File: config.mk
export PLATFORM = sky130hd
export DESIGN_NAME = mem_access_arbiter
export DESIGN_NICKNAME = d
export VERILOG_FILES = /design/src/rtl/mem_arb_pkg.sv /design/src/rtl/mem_arb_starve_cnt.sv /design/src/rtl/mem_access_arbiter.sv
export SDC_FILE = /design/constraint.sdc
export NUM_CORES = 1
export LEC_CHECK = 0
export BUFFER_PORTS_ARGS = -buffer_cell sky130_fd_sc_hd__buf_2
export CORE_ASPECT_RATIO = 1.1
export CORE_MARGIN = 10
export CORE_UTILIZATION = 43
export CTS_CLUSTER_SIZE = 12
export DETAILED_ROUTE_END_ITERATION = 12
export PLACE_DENSITY = 0.95
export SETUP_SLACK_MARGIN = 0.4
export SYNTH_ARGS = -nofsm -noshare
export SYNTH_HDL_FRONTEND = slang
export SYNTH_SLANG_ARGS = --single-unit
export TNS_END_PERCENT = 10
File: constraint.sdc
create_clock -name i_clock -period 4.6 [get_ports i_clock]
set_clock_uncertainty 0.1 [all_clocks]
set_input_delay 1.38 -clock i_clock [delete_from_list [all_inputs] [get_ports i_clock]]
set_output_delay 1.38 -clock i_clock [all_outputs]
set_load 0.01 [all_outputs]
File: src/rtl/mem_arb_pkg.sv
// Shared types for the data-memory arbiter: FSM state and grant-select encodings.
package mem_arb_pkg;

  typedef enum logic {
    S_RUN  = 1'b0,
    S_HALT = 1'b1
  } arb_state_e;

  typedef enum logic [1:0] {
    GNT_NONE = 2'b00,
    GNT_PIPE = 2'b01,
    GNT_DBG  = 2'b10
  } gnt_sel_e;

  // Counter width able to hold 0..limit inclusive.
  function automatic int unsigned cnt_width(input int unsigned limit);
    return $clog2(limit + 1);
  endfunction

endpackage

File: src/rtl/mem_arb_starve_cnt.sv
// Saturating count of consecutive cycles the debug unit was denied the memory.
module mem_arb_starve_cnt
  import mem_arb_pkg::*;
#(
  parameter int unsigned STARVE_LIMIT = 4
) (
  input  logic i_clock,
  input  logic i_reset,
  input  logic i_inc,
  input  logic i_clr,
  output logic o_at_limit
);

  localparam int unsigned CntW = cnt_width(STARVE_LIMIT);

  logic [CntW-1:0] cnt_q;

  assign o_at_limit = (cnt_q == CntW'(STARVE_LIMIT));

  // Clear wins over increment; stop counting once the limit is reached.
  always_ff @(posedge i_clock or negedge i_reset) begin
    if (!i_reset) begin
      cnt_q <= '0;
    end else if (i_clr) begin
      cnt_q <= '0;
    end else if (i_inc && !o_at_limit) begin
      cnt_q <= cnt_q + 1'b1;
    end
  end

endmodule

File: src/rtl/mem_access_arbiter.sv
// Arbitrates the single-port data memory between the MEM stage and the debug unit.
// Pipeline has priority; a starvation counter forces a debug slot; a debug halt
// hands the memory exclusively to debug.
// Build option: MEMARB_DBG_WRITE_EN adds debug write capability (i_dbg_we/i_dbg_wdata).
module mem_access_arbiter
  import mem_arb_pkg::*;
#(
  parameter int unsigned DATA_WIDTH   = 32,
  parameter int unsigned ADDR_WIDTH   = 32,
  parameter int unsigned STARVE_LIMIT = 4
) (
  input  logic                  i_clock,
  input  logic                  i_reset,
  input  logic                  i_pipe_req,
  input  logic                  i_pipe_we,
  input  logic [ADDR_WIDTH-1:0] i_pipe_addr,
  input  logic [DATA_WIDTH-1:0] i_pipe_wdata,
  output logic                  o_pipe_stall,
  output logic [DATA_WIDTH-1:0] o_pipe_rdata,
  input  logic                  i_dbg_halt,
  output logic                  o_dbg_halted,
  input  logic                  i_dbg_req,
  input  logic [ADDR_WIDTH-1:0] i_dbg_addr,
`ifdef MEMARB_DBG_WRITE_EN
  input  logic                  i_dbg_we,
  input  logic [DATA_WIDTH-1:0] i_dbg_wdata,
`endif
  output logic                  o_dbg_gnt,
  output logic                  o_dbg_valid,
  output logic [DATA_WIDTH-1:0] o_dbg_rdata,
  output logic [ADDR_WIDTH-1:0] o_mem_addr,
  output logic [DATA_WIDTH-1:0] o_mem_wdata,
  output logic                  o_mem_we,
  input  logic [DATA_WIDTH-1:0] i_mem_rdata
);

  arb_state_e            state_q;
  gnt_sel_e              gnt_sel;
  logic                  at_limit;
  logic                  dbg_grant;
  logic                  pipe_grant;
  logic                  dbg_wr;
  logic [DATA_WIDTH-1:0] dbg_wdata;
  logic                  starve_inc;
  logic                  starve_clr;
  logic [ADDR_WIDTH-1:0] addr_hold_q;
  logic                  rd_pend_q;
  logic                  valid_q;
  logic [DATA_WIDTH-1:0] rdata_q;

`ifdef MEMARB_DBG_WRITE_EN
  assign dbg_wr    = i_dbg_we;
  assign dbg_wdata = i_dbg_wdata;
`else
  assign dbg_wr    = 1'b0;
  assign dbg_wdata = '0;
`endif

  // Grant decision for this cycle; nothing is granted while reset is held.
  always_comb begin
    dbg_grant  = 1'b0;
    pipe_grant = 1'b0;
    if (i_reset) begin
      if (state_q == S_HALT) begin
        dbg_grant = i_dbg_req;
      end else begin
        dbg_grant  = i_dbg_req & (~i_pipe_req | at_limit);
        pipe_grant = i_pipe_req & ~dbg_grant;
      end
    end
    if (dbg_grant) begin
      gnt_sel = GNT_DBG;
    end else if (pipe_grant) begin
      gnt_sel = GNT_PIPE;
    end else begin
      gnt_sel = GNT_NONE;
    end
  end

  // Memory port mux; the address parks on its last value when idle.
  always_comb begin
    o_mem_addr  = addr_hold_q;
    o_mem_wdata = '0;
    o_mem_we    = 1'b0;
    unique case (gnt_sel)
      GNT_PIPE: begin
        o_mem_addr  = i_pipe_addr;
        o_mem_wdata = i_pipe_wdata;
        o_mem_we    = i_pipe_we;
      end
      GNT_DBG: begin
        o_mem_addr  = i_dbg_addr;
        o_mem_wdata = dbg_wdata;
        o_mem_we    = dbg_wr;
      end
      default: begin
        o_mem_addr  = addr_hold_q;
        o_mem_wdata = '0;
        o_mem_we    = 1'b0;
      end
    endcase
  end

  // Starvation bookkeeping: count denied debug cycles in RUN, drop on any relief.
  assign starve_inc = (state_q == S_RUN) & i_dbg_req & pipe_grant;
  assign starve_clr = dbg_grant | ~i_dbg_req | ((state_q == S_RUN) & i_dbg_halt);

  mem_arb_starve_cnt #(
    .STARVE_LIMIT(STARVE_LIMIT)
  ) u_starve_cnt (
    .i_clock   (i_clock),
    .i_reset   (i_reset),
    .i_inc     (starve_inc),
    .i_clr     (starve_clr),
    .o_at_limit(at_limit)
  );

  // Combinational outputs are forced low while reset is asserted.
  assign o_pipe_stall = i_reset & i_pipe_req & ~pipe_grant;
  assign o_pipe_rdata = {DATA_WIDTH{i_reset}} & i_mem_rdata;
  assign o_dbg_gnt    = dbg_grant;
  assign o_dbg_halted = (state_q == S_HALT);
  assign o_dbg_valid  = valid_q;
  assign o_dbg_rdata  = rdata_q;

  // FSM, parked address and the two-stage debug read return.
  always_ff @(posedge i_clock or negedge i_reset) begin
    if (!i_reset) begin
      state_q     <= S_RUN;
      addr_hold_q <= '0;
      rd_pend_q   <= 1'b0;
      valid_q     <= 1'b0;
      rdata_q     <= '0;
    end else begin
      state_q     <= i_dbg_halt ? S_HALT : S_RUN;
      addr_hold_q <= o_mem_addr;
      rd_pend_q   <= dbg_grant & ~dbg_wr;
      valid_q     <= rd_pend_q;
      if (rd_pend_q) begin
        rdata_q <= i_mem_rdata;
      end
    end
  end

endmodule

==> impl_metrics.toml, run 1 <==
[outcome]
status = "completed"

[floorplanning]
die_area_um2 = 11800
start_util = 0.448
chipWidth_um = 105
io_pins = 267
chipHeight_um = 113
rows = 33
fp.coreArea_um2 = 7560

[timing]
drv_slew = 0
fmax_mhz = 244
rsz0062_at_grt = "no"
tightest_slew_ns = 1.22
max_slew_margin = 0.185
setup_viol = 0
fin_crit_ns = 4.11
hold_viol_final = 0
holdWs_ns = 0.398
tns_ns = 0
post-route-period-util = 0.893

[synth]
synth_top_family_by_area = "simple AND/OR/NAND/NOR gates"
ys_warn_count = 0
synth_top_area_share = 0.517
synth_cell_types = 26
yosys.area_share.simple = 0.203
syn-num-nets = 423
synth_xor_xnor_area_share = 0
synth_area_leaders = "dfrtp_1, and3_1, a221o_1"
yosys.area_share.adder = 0.00739
yosys.area.top_type = "dfrtp_1"
synth_compound_area_frac = 0.118
muxShareOfSynthArea = 0.106
synth.avg_cell_area_um2 = 11.8
ys_ff_latch = 70
ys_seq_area_frac = 0.517
netlist_area_um2 = 3390
syn_inst = 287

[clocking]
holdBufCountCts = 0
htree_levels = 3
cts_tree = "done"
cts.path.max_buffers = 2
cts-buffers-inserted = 9
insertion_delay_ns = 0.33
clk_pin_slew_ns = 0.08
root_buffer = "clkbuf_8"
clock-sinks = 70

[global_route]
grt_pass1_wl_um = 18800
grt_pass1_vias = 3510
grt_usage = 0.194
antenna_found_initial = 0
grt_max_degree = 75
grt_overflow = 0

[power]
powerDensity_nw_per_um2 = 326
p_leak_nw = 2.89
peakVddDrop_uv = 204

[cells_and_area]
regArea_um2 = 1750
fin_area_um2 = 4980
fin_nets = 679
drive_above_1_share = 0.586
multi_input_area_um2 = 1480
area_growth_pct = 47.2
fillers = 595
diodes = 0

[flow_run]
max_cap_violations = 0

[route]
dr.first_iter.drc_count = 138
dr.pass1.iters = 4
drc = 0
num_vias = 3335
ant_nets = 0
avgRoutedWirePerCell_um = 19.1
via_per_inst = 5.11
wl_um = 12500

[place]
dpl_cell_area_um2 = 4790
finalWeightedCongestion = 0.863
hpwl_um = 10100
port_buffers = 266

[setup_path]
r2r_cells = 5
cp_data_arrival_time_ns = 2.63
cp_max_fo = 28
worstSetupPathType = "in -> out"
cp_slowest_cell = "o21ai_2"
crit_chain = "buf_2, and2b_2, o21ai_2, buf_12, a221o_1, buf_2"
crit_top_cell = "buf_2"
critical_path_required_ns = 3.12
cp_slowest_stage_delay_ns = 0.30
critPathCaptureType = "output pin"
start_kind = "input port"

[min_path]
worstHoldPathCells = 1
min_path_type = "reg -> reg"
routing by layer:
metal / global-route usage / part of all wire / vias up
li1: - / - / 1573
met1: 0.213 / 0.39 / 1551
met2: 0.341 / 0.49 / 192
met3: 0.0721 / 0.094 / 19
met4: 0.0641 / 0.020 / 0
met5: 0 / 0 / -
critical path, delay by kind of cell:
family                 cells  cell delay [ns]
AND/OR/NAND/NOR            1             0.24
AO/OA/AOI/OAI              2             0.49
buffers and inverters      3             0.50
placed cells by master (no fill, tap or decap), types with 3 or more instances in the layout:
cell type,instances
buf_12,3
mux2_1,4
o31ai_1,3
buf_4,4
and2_1,34
clkbuf_8,10
buf_2,265
inv_1,3
and3_1,65
mux2_2,28
a211oi_1,3
dfrtp_1,70
a221o_1,32
nand2_1,3
sequential cells by signal (all words and copies together), names as in the netlist:
| register | flops |
|---|---|
| o_dbg_rdata | 32 |
| addr_hold_q | 32 |
| o_dbg_valid | 1 |
| o_dbg_halted | 1 |
| u_starve_cnt.cnt_q | 3 |
| rd_pend_q | 1 |
cell families after synthesis:
group / after synthesis
adders and majority gates: 2
muxes: 32
and+or+nand+nor: 110
DFF: 70
buffers and inverters: 31
AOI/OAI and AO/OA: 42
power breakdown:
part           leakage, nW  switching, W  total, W  internal (W)
combinational         1.95      0.000213  0.000426      0.000213
clock               0.0930      0.000234  0.000448      0.000213
sequential           0.852     0.0000429  0.000750      0.000707
total                 2.89      0.000491   0.00162       0.00113
path summary, 6_finish.rpt:
kind | start | to | slack, ns
min in group asynchronous | i_reset | o_dbg_halted | 0.77
max in group asynchronous | i_reset | o_dbg_rdata[10] | 2.93
min reg2reg | o_dbg_rdata[31] | o_dbg_rdata[31] | 0.40
min | o_dbg_rdata[31] | o_dbg_rdata[31] | 0.40
max | i_pipe_req | o_mem_addr[9] | 0.49
max reg2reg | u_starve_cnt.cnt_q[0] | addr_hold_q[5] | 2.75
area by class of cell:
| cell class | instances | share of cell area |
|---|---|---|
| clock buffer | 10 | 0.0276 |
| inverter | 3 | 0.00226 |
| clock inverter | 6 | 0.00879 |
| multi-input combinational | 186 | 0.297 |
| sequential | 70 | 0.351 |
| timing repair buffer | 273 | 0.286 |
| tap | 105 | 0.0264 |
cells in the mapped netlist (all sizes together):
master  count
nand4       2
a221o      32
o31ai       3
and2       34
nand2       3
inv         3
and3b       1
buf        17
clkbuf     11
a21oi       2
o21ai       2
a211oi      3
and3       65
nand3       2
ha          2
nand2b      1
dfrtp      70
and2b       1
or3         1
mux2       32
stage by stage:
step | instances | util | total power (W) | worst slack [ns]
after floorplan | 287 | - | 0.000960 | 0.823
after detailed placement | 637 | 0.634 | 0.00119 | 0.359
after global placement | 637 | 0.634 | 0.00117 | 0.414
final | 653 | 0.660 | 0.00162 | 0.494
after global routing | 653 | 0.660 | 0.00171 | 0.415
after CTS | 653 | 0.659 | 0.00164 | 0.494
timing repair:
action | CTS | global route
pin swaps | 0 | 0
setup buffers | 0 | 0
setup endpoints to repair | 32 | 1
hold endpoints to repair | 0 | 0
gates resized for setup | 1 | 1
Note: power is estimated with default switching activity, not from simulation.
==> run 2: changes to the inputs <==
--- a/config.mk
+++ b/config.mk
@@ -6,9 +6,11 @@
 export NUM_CORES = 1
 export LEC_CHECK = 0
 export BUFFER_PORTS_ARGS = -buffer_cell sky130_fd_sc_hd__buf_2
+export CELL_PAD_IN_SITES_DETAIL_PLACEMENT = 1
+export CELL_PAD_IN_SITES_GLOBAL_PLACEMENT = 2
 export CORE_ASPECT_RATIO = 1.1
-export CORE_MARGIN = 10
-export CORE_UTILIZATION = 43
+export CORE_MARGIN = 3
+export CORE_UTILIZATION = 23
 export CTS_CLUSTER_SIZE = 12
 export DETAILED_ROUTE_END_ITERATION = 12
 export PLACE_DENSITY = 0.95
==> run 2 against run 1 <==
Sequential share of layout area down 1.5 points. Sequential power down 0.5%. Largest power group unchanged. Final area up 4.3%.
==> impl_metrics.toml, run 2 (synthesis gave the netlist of run 1 again) <==
[setup_path]
crit_buf_inv = 3
critPathTopFamily = "simple AND/OR/NAND/NOR gates"
reg2reg_from = "u_starve_cnt.cnt_q[0]"
cp_max_fo = 34
critPathCaptureType = "output pin"
cp_slowest_cell = "and3b_4"
crit_start = "i_pipe_req"
start_kind = "input port"
worstSetupPathType = "in -> out"
crit_chain = "buf_2, and3b_4, buf_4, and3_1, buf_2"
cp_data_arrival_time_ns = 2.63
critical_path_required_ns = 3.12
crit_top_cell = "buf_2"
cp_slowest_stage_delay_ns = 0.43

[timing]
tns_ns = 0
post-route-period-util = 0.894
max_slew_margin = 0.605
fmax_mhz = 243
drv_slew = 0
setup_viol = 0
rsz0062_at_grt = "no"
fin_crit_ns = 4.11
tightest_slew_ns = 0.593
hold_viol_final = 0

[power]
switching_power_w = 0.000514
powerDensity_nw_per_um2 = 356
switching_share = 0.277
seqPwrFrac = 0.403
peakVddDrop_uv = 159
pwr-share-clk = 0.369
power.total_w = 0.00185
pwr-share-comb = 0.229
p_leak_nw = 2.95
p_int_w = 0.00134

[global_route]
grt_max_degree = 62
grt_overflow = 0
grt_pass1_wl_um = 18900
grt_pass1_vias = 3651
grt_usage = 0.146
antenna_found_initial = 0

[clocking]
holdBufCountCts = 0
root_buffer = "clkbuf_16"
cts_tree = "done"
post_cts.repair.setup_buffers = 0
clock-sinks = 70
cts-buffers-inserted = 9
insertion_delay_ns = 0.32
post_cts_resized = 1
cts.path.max_buffers = 2
htree_levels = 3
clk_pin_slew_ns = 0.05

[min_path]
hp-start = "o_dbg_rdata[31]"
min_path_type = "reg -> reg"

[route]
avgRoutedWirePerCell_um = 16.5
num_vias = 3424
via_per_inst = 4.62
wl_um = 12200
drc = 0
dr.pass1.iters = 4
dr.first_iter.drc_count = 118
ant_nets = 0

[cells_and_area]
drive_above_1_share = 0.591
area_growth_pct = 53.6
multi_input_area_um2 = 1480
fin_nets = 684
regArea_um2 = 1750
final_common_cell = "buf_2"
most-common-layout-cells = "buf_2, dfrtp_1, and3_1, and2_1, a221o_1"
diodes = 0
fillers = 1647

[floorplanning]
die_area_um2 = 16200
chipHeight_um = 133
chipWidth_um = 122
rows = 45
fp.coreArea_um2 = 14100
io_pins = 267
start_util = 0.240

[place]
finalWeightedCongestion = 0.767
hpwl_um = 9730
port_buffers = 266

[outcome]
status = "completed"

[flow_run]
max_cap_violations = 0
run 2: changes by cell type in the layout (fill, tap and decap cells not counted), moves of 2 or more:
cell        delta
buf_4          +9
clkbuf_16      +9
clkinvlp_4     +2
inv_6          -2
buf_12         -3
clkbuf_8      -10
run 2: worst paths after layout:
check / endpoint / slack, ns / cells past startpoint
min in group asynchronous: o_dbg_halted / 0.98 / 2
worst max register to register: addr_hold_q[10] / 2.79 / 6
worst min-delay path: o_dbg_rdata[31] / 0.38 / 1
worst max-delay path: o_mem_wdata[15] / 0.49 / 5
worst min register to register: o_dbg_rdata[31] / 0.38 / 1
max in group asynchronous: o_dbg_rdata[0] / 2.89 / 2
run 2: cell type report:
cell class | instances | share of cell area
inverters | 3 | 0.00217
repair buffers | 278 | 0.274
multi-input cells | 186 | 0.284
well taps | 188 | 0.0452
clock buffers | 9 | 0.0433
clock inverters | 7 | 0.0144
flip-flops and latches | 70 | 0.337
run 2: stage by stage:
stage               area [um2]  hold slack (ns)  setup WS (ns)   util  instances
finish                    5200            0.384          0.486  0.368        741
global route              5200            0.412          0.405  0.368        741
CTS                       5200            0.391          0.471  0.368        741
detailed placement        4900            0.379          0.342  0.347        725
global placement          4900            0.368          0.406  0.347        725
floorplan                 3390            0.252          0.823      -        287
run 2: power by group through the flow:
| stage | Clock [W] | Sequential, W | Combinational (W) |
|---|---|---|---|
| CTS | 0.000717 | 0.000748 | 0.000432 |
| detailed placement | 0 | 0.000757 | 0.000430 |
| global placement | 0 | 0.000753 | 0.000417 |
| floorplan | 0 | 0.000777 | 0.000183 |
| global route | 0.000750 | 0.000759 | 0.000465 |
| finish | 0.000683 | 0.000746 | 0.000424 |
run 2: worst reg2reg max path: cells and delay by family, from the launching register on:
kind                       cells  cell delay [ns]
AOI/OAI and AO/OA              2             0.48
adders and majority gates      1             0.25
buffers and inverters          2             0.29
DFF                            1             0.38
and+or+nand+nor                1             0.19
run 2: layer usage:
| metal | up-vias | wire (um) | GRT usage |
|---|---|---|---|
| met2 | 176 | 6200 | 0.259 |
| met1 | 1642 | 4810 | 0.167 |
| met3 | 12 | 1040 | 0.0416 |
| met5 | - | 0 | 0 |
| li1 | 1594 | - | - |
| met4 | 0 | 164 | 0.0517 |
==> run 3: changes to the inputs <==
--- a/config.mk
+++ b/config.mk
@@ -6,6 +6,7 @@
 export NUM_CORES = 1
 export LEC_CHECK = 0
 export BUFFER_PORTS_ARGS = -buffer_cell sky130_fd_sc_hd__buf_2
+export CAP_MARGIN = 20
 export CELL_PAD_IN_SITES_DETAIL_PLACEMENT = 1
 export CELL_PAD_IN_SITES_GLOBAL_PLACEMENT = 2
 export CORE_ASPECT_RATIO = 1.1
==> constraint.sdc (replaced) <==
create_clock -name i_clock -period 4.6 [get_ports i_clock]
set_clock_uncertainty 0.1 [all_clocks]
set_input_delay 1.38 -clock i_clock [delete_from_list [all_inputs] [get_ports i_clock]]
set_output_delay 1.38 -clock i_clock [all_outputs]
set_load 0.05 [all_outputs]
==> run 3 against run 2 <==
Die area unchanged. Register-to-register slack got worse by 0.11 ns. Combinational power increased by 91%. Cell count decreased by 0.13%. Critical path depth increased by 2. Power increased by 32%. Clock power increased by 32%. Routed wire length increased by 0.95%. First-iteration DRC count decreased by 14%. Clock-buffer cell count unchanged. Utilization increased by 1.4 points. Largest power group is now clock.
==> impl_metrics.toml, run 3 (synthesis gave the netlist of run 1 again) <==
[outcome]
status = "completed"

[cells_and_area]
most-common-layout-cells = "buf_2, dfrtp_1, and3_1, and2_1, a221o_1"
fin_nets = 683
final_common_cell = "buf_2"
diodes = 0
drive_above_1_share = 0.591
area_growth_pct = 59.3

[route]
drc = 0
num_vias = 3415
via_per_inst = 4.61
met2_wirelength_um = 6030
ant_nets = 0
dr.pass1.iters = 4
route.met3.wl_um = 1150
met1_length_um = 4920
dr.first_iter.drc_count = 102
wl_um = 12300
topRoutingLayerUsed = "met4"
avgRoutedWirePerCell_um = 16.7

[setup_path]
worstSetupPathType = "in -> out"
start_kind = "input port"
cp_max_fo = 17
critPathCaptureType = "output pin"
r2r_cells = 7
critical_path_required_ns = 3.12
cp_data_arrival_time_ns = 2.71

[place]
port_buffers = 266
finalWeightedCongestion = 0.807
hpwl_um = 9280

[timing]
holdWs_ns = 0.380
post-route-period-util = 0.912
fmax_mhz = 238
fin_crit_ns = 4.19
tns_ns = 0
hold_viol_final = 0
setup_viol = 0
tightest_slew_ns = 0.440
drv_slew = 0
max_slew_margin = 0.707
rsz0062_at_grt = "yes"

[global_route]
grt_pass1_wl_um = 18800
grt_pass1_vias = 3547
grt_usage = 0.147
grt_overflow = 0
grt_max_degree = 62
antenna_found_initial = 0

[floorplanning]
chipHeight_um = 133
chipWidth_um = 122
start_util = 0.240
io_pins = 267
fp.coreArea_um2 = 14100
die_area_um2 = 16200
rows = 45

[clocking]
cts_tree = "done"
cts.path.max_buffers = 2
insertion_delay_ns = 0.33
clk_pin_slew_ns = 0.05
htree_levels = 3
root_buffer = "clkbuf_16"
cts-buffers-inserted = 9
holdBufCountCts = 0
clock-sinks = 70

[power]
powerDensity_nw_per_um2 = 455
peakVddDrop_uv = 191
p_leak_nw = 3.03

[min_path]
worstHoldPathCells = 1
min_path_type = "reg -> reg"

[flow_run]
max_cap_violations = 0
==> run 3: power by group <==
group / switching [W] / leakage, nW / internal [W]
registers: 0.0000381 / 0.852 / 0.000709
logic: 0.000577 / 1.99 / 0.000232
clock network: 0.000262 / 0.189 / 0.000637
==> run 3: final cells by class <==
| cell class | instances | area (um2) |
|---|---|---|
| clock buffers | 9 | 225 |
| inverters | 3 | 11.3 |
| fillers | 1685 | 8740 |
| repair buffers | 276 | 1520 |
| clock inverters | 7 | 160 |
| flip-flops and latches | 70 | 1750 |
| well taps | 188 | 235 |
| multi-input cells | 187 | 1500 |
==> run 3: stage by stage <==
stage          std cells  area [um2]  power (W)  utilization  setup WS (ns)
4_1_cts              737        5300    0.00247        0.375          0.351
6_report             740        5390    0.00246        0.382          0.405
2_1_floorplan        287        3390    0.00132            -          0.455
3_3_place_gp         720        4880    0.00153        0.346          0.221
3_5_place_dp         720        4880    0.00155        0.346          0.165
5_1_grt              740        5390    0.00256        0.382          0.363
==> run 3: path summary, 6_finish.rpt <==
check / from / endpoint / slack (ns)
worst min-delay path: o_dbg_rdata[31] / o_dbg_rdata[31] / 0.38
max in group asynchronous: i_reset / addr_hold_q[14] / 2.95
worst max-delay path: i_pipe_req / o_mem_addr[26] / 0.41
min in group asynchronous: i_reset / addr_hold_q[21] / 0.78
worst min register to register: o_dbg_rdata[31] / o_dbg_rdata[31] / 0.38
worst max register to register: u_starve_cnt.cnt_q[0] / addr_hold_q[8] / 2.68
==> run 3: worst max-delay path, cell delays in order <==
cell and delay (ns):
buf_4 0.13, and2b_2 0.22, a21oi_4 0.07, buf_4 0.16, buf_12 0.15, a221o_1 0.37
buf_2 0.22
==> run 3: timing repair <==
item	4_1_cts	5_1_grt
buffers inserted	0	2
resized for setup	4	33
endpoints found under the hold margin	0	0
gates cloned	1	1
pin swaps	1	2
endpoints found under the setup margin	66	67
==> run 3: metal layers <==
metal / up-vias / global-route usage
met5: - / 0
met4: 0 / 0.0560
met3: 15 / 0.0454
met2: 180 / 0.253
met1: 1632 / 0.169
li1: 1588 / -
